## config.mk

```make
export PLATFORM = sky130hd
export DESIGN_NAME = hazard_forward_controller
export DESIGN_NICKNAME = d
export VERILOG_FILES = /design/src/rtl/hazard_forward_controller.sv
export SDC_FILE = /design/constraint.sdc
export NUM_CORES = 1
export LEC_CHECK = 0
export CORE_MARGIN = 2
export CORE_UTILIZATION = 35
export DETAILED_ROUTE_END_ITERATION = 16
export GPL_ROUTABILITY_DRIVEN = 0
export PLACE_DENSITY = 0.76
export SYNTH_ARGS = -nofsm -noshare
export SYNTH_HDL_FRONTEND = slang
export SYNTH_SLANG_ARGS = --single-unit
```

## constraint.sdc

```tcl
create_clock -name Clk -period 2.6 [get_ports Clk]
set_clock_uncertainty 0.15 [all_clocks]
set_input_delay 0.39 -clock Clk [delete_from_list [all_inputs] [get_ports Clk]]
set_output_delay 0.39 -clock Clk [all_outputs]
set_load 0.005 [all_outputs]
```

## src/rtl/hazard_forward_controller.sv

```systemverilog
// Hazard and forwarding control for the 5-stage pipeline: operand forwarding
// selects, load-use bubble, memory-wait freeze with timeout FSM and stall counter.
module hazard_forward_controller #(
    parameter int CNT_W       = 16,
    parameter int MEM_TIMEOUT = 15
) (
    input  logic             Clk,
    input  logic             Reset,
    input  logic [4:0]       ID_RS,
    input  logic [4:0]       ID_RT,
    input  logic             ID_USES_RS,
    input  logic             ID_USES_RT,
    input  logic [4:0]       EX_RD,
    input  logic             EX_RF_ENABLE,
    input  logic             EX_LOAD_INSTR,
    input  logic [4:0]       MEM_RD,
    input  logic             MEM_RF_ENABLE,
    input  logic             MEM_ACCESS,
    input  logic             MEM_READY,
    input  logic [4:0]       WB_RD,
    input  logic             WB_RF_ENABLE,
    output logic [1:0]       FWD_A_SEL,
    output logic [1:0]       FWD_B_SEL,
    output logic             PC_LE,
    output logic             IF_ID_LE,
    output logic             ID_EX_NOP,
    output logic             PIPE_FREEZE,
    output logic             TIMEOUT_ERR,
    output logic [CNT_W-1:0] STALL_COUNT
);

    localparam int WAIT_W = (MEM_TIMEOUT < 2) ? 1 : $clog2(MEM_TIMEOUT + 1);

    typedef enum logic [1:0] {
        ST_RUN      = 2'b00,
        ST_MEM_WAIT = 2'b01,
        ST_ERROR    = 2'b10
    } state_t;

    state_t              state_r;
    state_t              state_nx_s;
    logic [WAIT_W-1:0]   wait_cnt_r;
    logic [WAIT_W-1:0]   wait_cnt_nx_s;
    logic [CNT_W-1:0]    stall_cnt_r;
    logic                mem_stall_s;
    logic                hz_s;
    logic                frz_s;
    logic                pc_le_s;

    // Youngest matching producer wins; register zero never forwards.
    function automatic logic [1:0] fwd_sel(
        input logic [4:0] src,
        input logic       uses,
        input logic [4:0] ex_rd,
        input logic       ex_en,
        input logic [4:0] mem_rd,
        input logic       mem_en,
        input logic [4:0] wb_rd,
        input logic       wb_en
    );
        logic [1:0] sel;
        if (!uses || (src == 5'd0)) begin
            sel = 2'b00;
        end else if (ex_en && (ex_rd == src)) begin
            sel = 2'b01;
        end else if (mem_en && (mem_rd == src)) begin
            sel = 2'b10;
        end else if (wb_en && (wb_rd == src)) begin
            sel = 2'b11;
        end else begin
            sel = 2'b00;
        end
        return sel;
    endfunction

    // Hazard detection terms
    always_comb begin
        mem_stall_s = MEM_ACCESS & ~MEM_READY;
        hz_s        = EX_LOAD_INSTR & EX_RF_ENABLE & (EX_RD != 5'd0) &
                      ((ID_USES_RS & (ID_RS == EX_RD)) | (ID_USES_RT & (ID_RT == EX_RD)));
        frz_s       = mem_stall_s | (state_r == ST_ERROR);
    end

    // Wait-timeout FSM next state; a ready in the same cycle as the limit check returns to RUN
    always_comb begin
        state_nx_s    = state_r;
        wait_cnt_nx_s = wait_cnt_r;
        case (state_r)
            ST_RUN: begin
                if (mem_stall_s) begin
                    state_nx_s    = ST_MEM_WAIT;
                    wait_cnt_nx_s = WAIT_W'(1);
                end else begin
                    state_nx_s    = ST_RUN;
                end
            end
            ST_MEM_WAIT: begin
                if (MEM_READY || !MEM_ACCESS) begin
                    state_nx_s    = ST_RUN;
                    wait_cnt_nx_s = '0;
                end else if (wait_cnt_r == WAIT_W'(MEM_TIMEOUT)) begin
                    state_nx_s    = ST_ERROR;
                end else begin
                    wait_cnt_nx_s = wait_cnt_r + WAIT_W'(1);
                end
            end
            ST_ERROR: begin
                state_nx_s = ST_ERROR;
            end
            default: begin
                state_nx_s    = ST_RUN;
                wait_cnt_nx_s = '0;
            end
        endcase
    end

    // FSM state and wait counter registers
    always_ff @(posedge Clk) begin
        if (Reset) begin
            state_r    <= ST_RUN;
            wait_cnt_r <= '0;
        end else begin
            state_r    <= state_nx_s;
            wait_cnt_r <= wait_cnt_nx_s;
        end
    end

    // Pipeline control outputs; freeze holds in place and overrides the load-use bubble
    always_comb begin
        FWD_A_SEL   = 2'b00;
        FWD_B_SEL   = 2'b00;
        pc_le_s     = 1'b0;
        IF_ID_LE    = 1'b0;
        ID_EX_NOP   = 1'b1;
        PIPE_FREEZE = 1'b0;
        TIMEOUT_ERR = 1'b0;
        if (Reset) begin
            pc_le_s     = 1'b0;
            IF_ID_LE    = 1'b0;
            ID_EX_NOP   = 1'b1;
            PIPE_FREEZE = 1'b0;
        end else begin
            FWD_A_SEL   = fwd_sel(ID_RS, ID_USES_RS, EX_RD, EX_RF_ENABLE,
                                  MEM_RD, MEM_RF_ENABLE, WB_RD, WB_RF_ENABLE);
            FWD_B_SEL   = fwd_sel(ID_RT, ID_USES_RT, EX_RD, EX_RF_ENABLE,
                                  MEM_RD, MEM_RF_ENABLE, WB_RD, WB_RF_ENABLE);
            TIMEOUT_ERR = (state_r == ST_ERROR);
            if (frz_s) begin
                pc_le_s     = 1'b0;
                IF_ID_LE    = 1'b0;
                ID_EX_NOP   = 1'b0;
                PIPE_FREEZE = 1'b1;
            end else begin
                pc_le_s     = ~hz_s;
                IF_ID_LE    = ~hz_s;
                ID_EX_NOP   = hz_s;
                PIPE_FREEZE = 1'b0;
            end
        end
        PC_LE = pc_le_s;
    end

    // Saturating count of cycles with the PC held
    always_ff @(posedge Clk) begin
        if (Reset) begin
            stall_cnt_r <= '0;
        end else if (!pc_le_s && (stall_cnt_r != {CNT_W{1'b1}})) begin
            stall_cnt_r <= stall_cnt_r + CNT_W'(1);
        end else begin
            stall_cnt_r <= stall_cnt_r;
        end
    end

    assign STALL_COUNT = stall_cnt_r;

endmodule
```

Word level (Yosys, flattened, before mapping)
Cells that the tools add are included.
Storage, ports and cells
  flip-flop bits (word level): 22
  latch bits: 0
  bits in writable memories: 0
  memory bits (read-only): 0
  memories: 0
Operators by class
  $add $sub $neg: 2
  multiply operators: 0
  divide/modulo/power cells: 0
  magnitude comparators: 0
  equal/unequal tests: 15
  shifts and indexed selects: 0
  multiplexer cells: 25
  bitwise operators: 11
  reduce and logical (&&, ||, !) cells: 19
Operators with widths (number)
  == test 5 bit: 8
  2-to-1 mux 2 bit: 12
  adder 16 x 1 -> 16 bit, second input constant: 1
  inequality test 16 bit, second input constant: 1
  2-to-1 mux 4 bit: 3
  case mux 4 bit (3 select lines): 1
  logical NOT 5 bit: 2
  2-to-1 mux 1 bit: 8
  logical AND 1 bit: 7
  AND 1 bit: 6
  inequality test 3 bit, second input constant: 2
  case mux 2 bit (3 select lines): 1
  nonzero test 5 bit: 1
  adder 4 x 1 -> 4 bit, second input constant: 1
  == test 4 bit, second input constant: 1
  logical NOT 1 bit: 4
  logical OR 1 bit: 3
  NOT 1 bit: 3
  AND reduction 3 bit: 1
  == test 2 x 1 -> 1 bit, second input constant: 1
  == test 2 bit, second input constant: 1
  logical NOT 2 bit: 1
  inequality test 2 bit, second input constant: 1
  bitwise OR 1 bit: 2

Logic depth before layout (Yosys ltp)
  word-level depth: 9
  mapped depth: 8

Least setup slack after synthesis
No wires, ideal clock.
  kind: input -> register
  start: in EX_RD[1]
  end: reg stall_cnt_r[1], in the netlist STALL_COUNT[1]
  setup time: 0.128 ns
  arrival: 1.791 ns
  required time: 2.322 ns
  slack: 0.532 ns
  stages on the path: 8
  path through: or4_1 -> o211ai_2 -> a32o_2 -> a21o_4 -> buf_6 -> buf_12 -> mux2i_1 -> nor2_1
Between the ends
  longest elaborated chain between the ends: 9
  elaborated cells between the ends (all ways): 13
RTL lines
  from (decl): RTL line 13  | input logic [4:0] EX_RD,
  == test 5 bit: RTL line 80  | ((ID_USES_RS & (ID_RS == EX_RD)) | (ID_USES_RT & (ID_RT == EX_RD)));
  AND 1 bit: RTL line 80
  bitwise OR 1 bit: RTL line 80
  AND 1 bit *: RTL line 79  | hz_s = EX_LOAD_INSTR & EX_RF_ENABLE & (EX_RD != 5'd0) &
  NOT 1 bit *: RTL line 154  | pc_le_s = ~hz_s;
  2-to-1 mux 1 bit *: RTL line 148  | if (frz_s) begin
  2-to-1 mux 1 bit *: RTL line 137  | if (Reset) begin
  logical NOT 1 bit *: RTL line 167  | end else if (!pc_le_s && (stall_cnt_r != {CNT_W{1'b1}})) begin
  logical AND 1 bit *: RTL line 167
  to (signal assigned): RTL line 168  | stall_cnt_r <= stall_cnt_r + CNT_W'(1);
  to (signal assigned): RTL line 170  | stall_cnt_r <= stall_cnt_r;
  to (decl): RTL line 44  | logic [CNT_W-1:0] stall_cnt_r;
Mark *: on every way between the ends. The rest lies on a longest branch, timed or not.
A chain may end at the register's enable or synchronous reset.

Worst setup path in the final report
  start: in MEM_RD[3]
  end: out FWD_A_SEL[1]
Between the ends
  longest elaborated chain between the ends: 6
RTL lines
  from (decl): RTL line 16  | input logic [4:0] MEM_RD,
  == test 5 bit: RTL line 66  | end else if (mem_en && (mem_rd == src)) begin
  logical AND 1 bit: RTL line 66
  2-to-1 mux 2 bit: RTL line 66
  2-to-1 mux 2 bit: RTL line 64  | end else if (ex_en && (ex_rd == src)) begin
  2-to-1 mux 2 bit: RTL line 62  | if (!uses || (src == 5'd0)) begin
  2-to-1 mux 2 bit: RTL line 137
  to (decl): RTL line 22  | output logic [1:0] FWD_A_SEL,
Every way passes these cells.

==> summary.md <==
| Metric | Value |
|---|---|
| Initial core utilization | 36.6% |
| Pre-CTS WS | -0.412 ns |
| Run status | complete, no violations |
| Layout overhead on the synthesized area | 53.8% |
| Leakage Power | 0.954 nW |
| Share of cells above drive strength 1 | between 10% and 20% |
| Overall routing resource usage | between 15 and 20% |
| Remaining design rule violation count | 0 |
| Startpoint of the worst-slack reg-to-reg timing path | STALL_COUNT[0]$_SDFFE_PP0P_ |
| Number of nets at the end of the flow | ~320 |
| Average instance area after synthesis | about 8 µm² |
| Iteration-0 DRC Markers | between 70 and 80 |
| Count of pins over their slew limit | 0 |
| Clock latency on the worst-skew pair | between 0.2 and 0.3 ns |
| Number of buffers inserted during clock tree synthesis | 3 |
| Depth of the most critical reg-to-reg path | 6 |
| Highest attainable clock frequency | between 0.4 and 0.5 GHz |
| Pin count of the biggest net entering global routing | 27 |
| Proportion of synthesized area in mux cells | less than 1% |
| Maximum root-to-sink buffer count | 2 |
| Per-cell via count in the routed design | about 5.3 |
| Post-synth net total | 239 |
| Worst slew pin tran | ~0.32 ns |
| Number of sinks handled by clock tree synthesis | 22 |
| Headroom to the max-slew limit | between 70% and 80% |
| Via count | 1747 |
| Cell taking the most area after synthesis | sky130_fd_sc_hd__dfxtp_1 |
| Global route overflow | 0 |
| Launching element of the worst setup path | MEM_RD[3] |
| Part of the Yosys area used for sequential elements | 27.4% |
| Dominant combinational cell family by area after synthesis | simple AND/OR/NAND/NOR gates |
| Critical path start-end classification | in -> out |
| Reg2Reg Capture Point | STALL_COUNT[8]$_SDFFE_PP0P_ |
| Half-perimeter wire length after placement | 3530 µm |
| Xor and xnor fraction of the mapped netlist area | between 10% and 20% |
| Maximum net fanout on the critical path | 2 |
| Number of global-route vias before repair | roughly 1600 |
| Critical path arrival | 1.96 ns |
| Core Rows | 24 |
| Type of origin of the critical path | primary input |
| Number of hold violations in the final report | 0 |
| Wire length of the first global-routing pass | approximately 7300 µm |
| Cell area after synthesis | 0.00161 mm² |
| Floorplan die height | roughly 70 µm |
| Worst endpoint required time | 2.06 ns |
| CP Capture Type | output port |
| Worst min path class | reg -> reg |
| Largest cells by area after synthesis | sky130_fd_sc_hd__dfxtp_1, sky130_fd_sc_hd__xor2_1, sky130_fd_sc_hd__xnor2_1 |
| Termination of the worst setup path | FWD_A_SEL[1] |
| Remaining antenna violation count after routing | 0 |
| Fraction of synthesized cell area taken by the top area cell type | a little over a quarter |
| Adder and majority cell fraction of the synthesized area | 1.56% |
| Port buffer count | 59 |
| Non-filler instance count after layout | ~330 |
| Number of search-and-repair iterations in the first detailed-routing pass | 4 |
| Max-Cap Viols | 0 |
| Flop and latch count out of synthesis | 22 |
| Fill cells | 395 |
| Area taken by flip-flops and latches | ~440 µm² |
| Post-Route WL | roughly 4600 µm |
| Width of the chip | between 70 and 80 µm |
| Antenna violations before repair | 0 |
| Footprint of the multi-input gates | between 0.001 and 0.0015 mm² |
| Tightest hold margin | 0.361 ns |
| Final worst-path cycle share | between 90% and 100% |
| Yosys warnings | 0 |
| Post-synthesis simple-gate area fraction | about 33% |
| Synth Flop Type | sky130_fd_sc_hd__dfxtp_1 |
| Clk pin slew, worst setup/hold paths | 0.08 ns |
| Reg2Reg Setup Slack | roughly 0.5 ns |
| Power density over the cells | 361 mW/mm² |
| Number of antenna cells inserted | 0 |
| Final count of negative-setup-slack endpoints | 0 |
| Average wire per cell in the routed design | between 10 and 15 µm |
| Final setup margin | between 0.1 and 0.15 ns |
| Number of distinct standard cells referenced by the synthesized netlist | 40 |
| Minimum period implied by the final worst setup slack | between 2 and 2.5 ns |
| Number of cells produced by synthesis | around 200 |
| Setup repair after global routing missed its margin | no |
| H-tree depth | 1 |
| Async S/R FF share, synth | 0% |
| Die area | between 0.005 and 0.006 mm² |
| I/O pin count | 60 |
| Clock tree from TritonCTS | built |
| Peak supply drop | ~0.41 mV |
| Placeable Area | 0.00438 mm² |
| Number of enable flip-flop cells after synthesis | 0 |
| Compound-gate portion of the synthesized area | between 10% and 20% |
| Clock root buffer | sky130_fd_sc_hd__clkbuf_8 |
| Placed Instances | approximately 330 |
==> critical path: stages <==
cell                              delay, ns
sky130_fd_sc_hd__clkdlybuf4s50_1       0.45
sky130_fd_sc_hd__xor2_1                0.16
sky130_fd_sc_hd__nor4_1                0.31
sky130_fd_sc_hd__nand3_1               0.14
sky130_fd_sc_hd__nor2b_1               0.15
sky130_fd_sc_hd__nor3_1                0.11
sky130_fd_sc_hd__dlygate4sd2_1         0.25
==> final cells by class <==
| class | count | area share, % |
|---|---|---|
| multi-input combinational | 172 | 46.5 |
| timing repair buffer | 80 | 29.9 |
| inverter | 2 | 0.304 |
| clock buffer | 3 | 1.67 |
| clock inverter | 1 | 1.22 |
| tap | 52 | 2.63 |
| sequential | 22 | 17.8 |
==> registers in the layout (all words and copies together), names as in the netlist <==
register and flops:
STALL_COUNT 16, state_r 2, wait_cnt_r 4
==> metrics by stage <==
stage          instance area [µm²]  TNS (ns)  power, W  utilization, %
2_1_floorplan                 1610         0  0.000458               -
3_3_place_gp                  2350     -2.71  0.000570            53.5
3_5_place_dp                  2350     -3.30  0.000575            53.5
4_1_cts                       2450   -0.0966  0.000893            56.0
5_1_grt                       2470         0  0.000930            56.4
6_report                      2470         0  0.000891            56.4
==> cell families after synthesis <==
logic type               count (synthesis)
buffers and inverters                    8
AND/OR/NAND/NOR                         91
adder cells (fa/ha/maj)                  2
multiplexers                             1
AO/OA/AOI/OAI                           47
flip-flops                              22
XOR/XNOR                                31
==> Yosys cell counts, types with 3 or more instances <==
cell,n
sky130_fd_sc_hd__dfxtp_1,22
sky130_fd_sc_hd__a21oi_1,21
sky130_fd_sc_hd__xor2_1,17
sky130_fd_sc_hd__or3_1,14
sky130_fd_sc_hd__xnor2_1,14
sky130_fd_sc_hd__nand3_1,12
sky130_fd_sc_hd__nor2_1,12
sky130_fd_sc_hd__nand2_1,11
sky130_fd_sc_hd__o21ai_0,10
sky130_fd_sc_hd__o21ai_1,8
sky130_fd_sc_hd__and3_1,6
sky130_fd_sc_hd__nor2b_1,6
sky130_fd_sc_hd__and2_1,5
sky130_fd_sc_hd__nand4_1,4
sky130_fd_sc_hd__nor3_1,4
sky130_fd_sc_hd__nor4_1,4
sky130_fd_sc_hd__or4_1,4
sky130_fd_sc_hd__clkbuf_1,3
==> cells in the final DEF (no fill, tap or decap), types with 4 or more instances in the layout <==
cell and instances:
sky130_fd_sc_hd__a21oi_1 21, sky130_fd_sc_hd__and2_1 5, sky130_fd_sc_hd__and3_1 6, sky130_fd_sc_hd__buf_4 21
sky130_fd_sc_hd__clkdlybuf4s50_1 38, sky130_fd_sc_hd__dfxtp_1 22, sky130_fd_sc_hd__dlygate4sd2_1 11, sky130_fd_sc_hd__dlymetal6s2s_1 5
sky130_fd_sc_hd__nand2_1 11, sky130_fd_sc_hd__nand3_1 12, sky130_fd_sc_hd__nand4_1 4, sky130_fd_sc_hd__nor2_1 11
sky130_fd_sc_hd__nor2b_1 6, sky130_fd_sc_hd__nor3_1 4, sky130_fd_sc_hd__o21ai_0 8, sky130_fd_sc_hd__o21ai_1 8
sky130_fd_sc_hd__or3_1 14, sky130_fd_sc_hd__xnor2_1 13, sky130_fd_sc_hd__xor2_1 17
==> metal layers <==
layer	share of wire [%]	wire length, µm	GRT usage [%]
met1	44	2020	22.5
met2	50	2260	31.7
met3	4.7	216	2.67
met4	1.3	61	3.77
met5	0	0	0
==> worst min path at each step <==
stage / startpoint / to / slack (ns) / depth (start not counted)
floorplan: wait_cnt_r[3]$_SDFFE_PP0P_ / wait_cnt_r[3]$_SDFFE_PP0P_ / 0.32 / 2
global placement: STALL_COUNT[4]$_SDFFE_PP0P_ / STALL_COUNT[4]$_SDFFE_PP0P_ / 0.34 / 2
detailed placement: STALL_COUNT[8]$_SDFFE_PP0P_ / STALL_COUNT[8]$_SDFFE_PP0P_ / 0.35 / 2
CTS: STALL_COUNT[8]$_SDFFE_PP0P_ / STALL_COUNT[8]$_SDFFE_PP0P_ / 0.36 / 2
global route: STALL_COUNT[8]$_SDFFE_PP0P_ / STALL_COUNT[8]$_SDFFE_PP0P_ / 0.39 / 2
finish: STALL_COUNT[8]$_SDFFE_PP0P_ / STALL_COUNT[8]$_SDFFE_PP0P_ / 0.36 / 2
==> power by group <==
part	switching, W	leakage, nW	internal [W]	total (W)
sequential	0.00000840	0.178	0.000343	0.000352
combinational	0.0000982	0.741	0.000123	0.000221
clock	0.000113	0.0357	0.000206	0.000319
==> repair_timing <==
item	CTS	global route
hold buffers	0	0
gates resized for setup	26	14
endpoints found under the setup margin	7	8
pin swaps	10	9
buffers inserted	3	0
(Power assumes the default switching activity.)
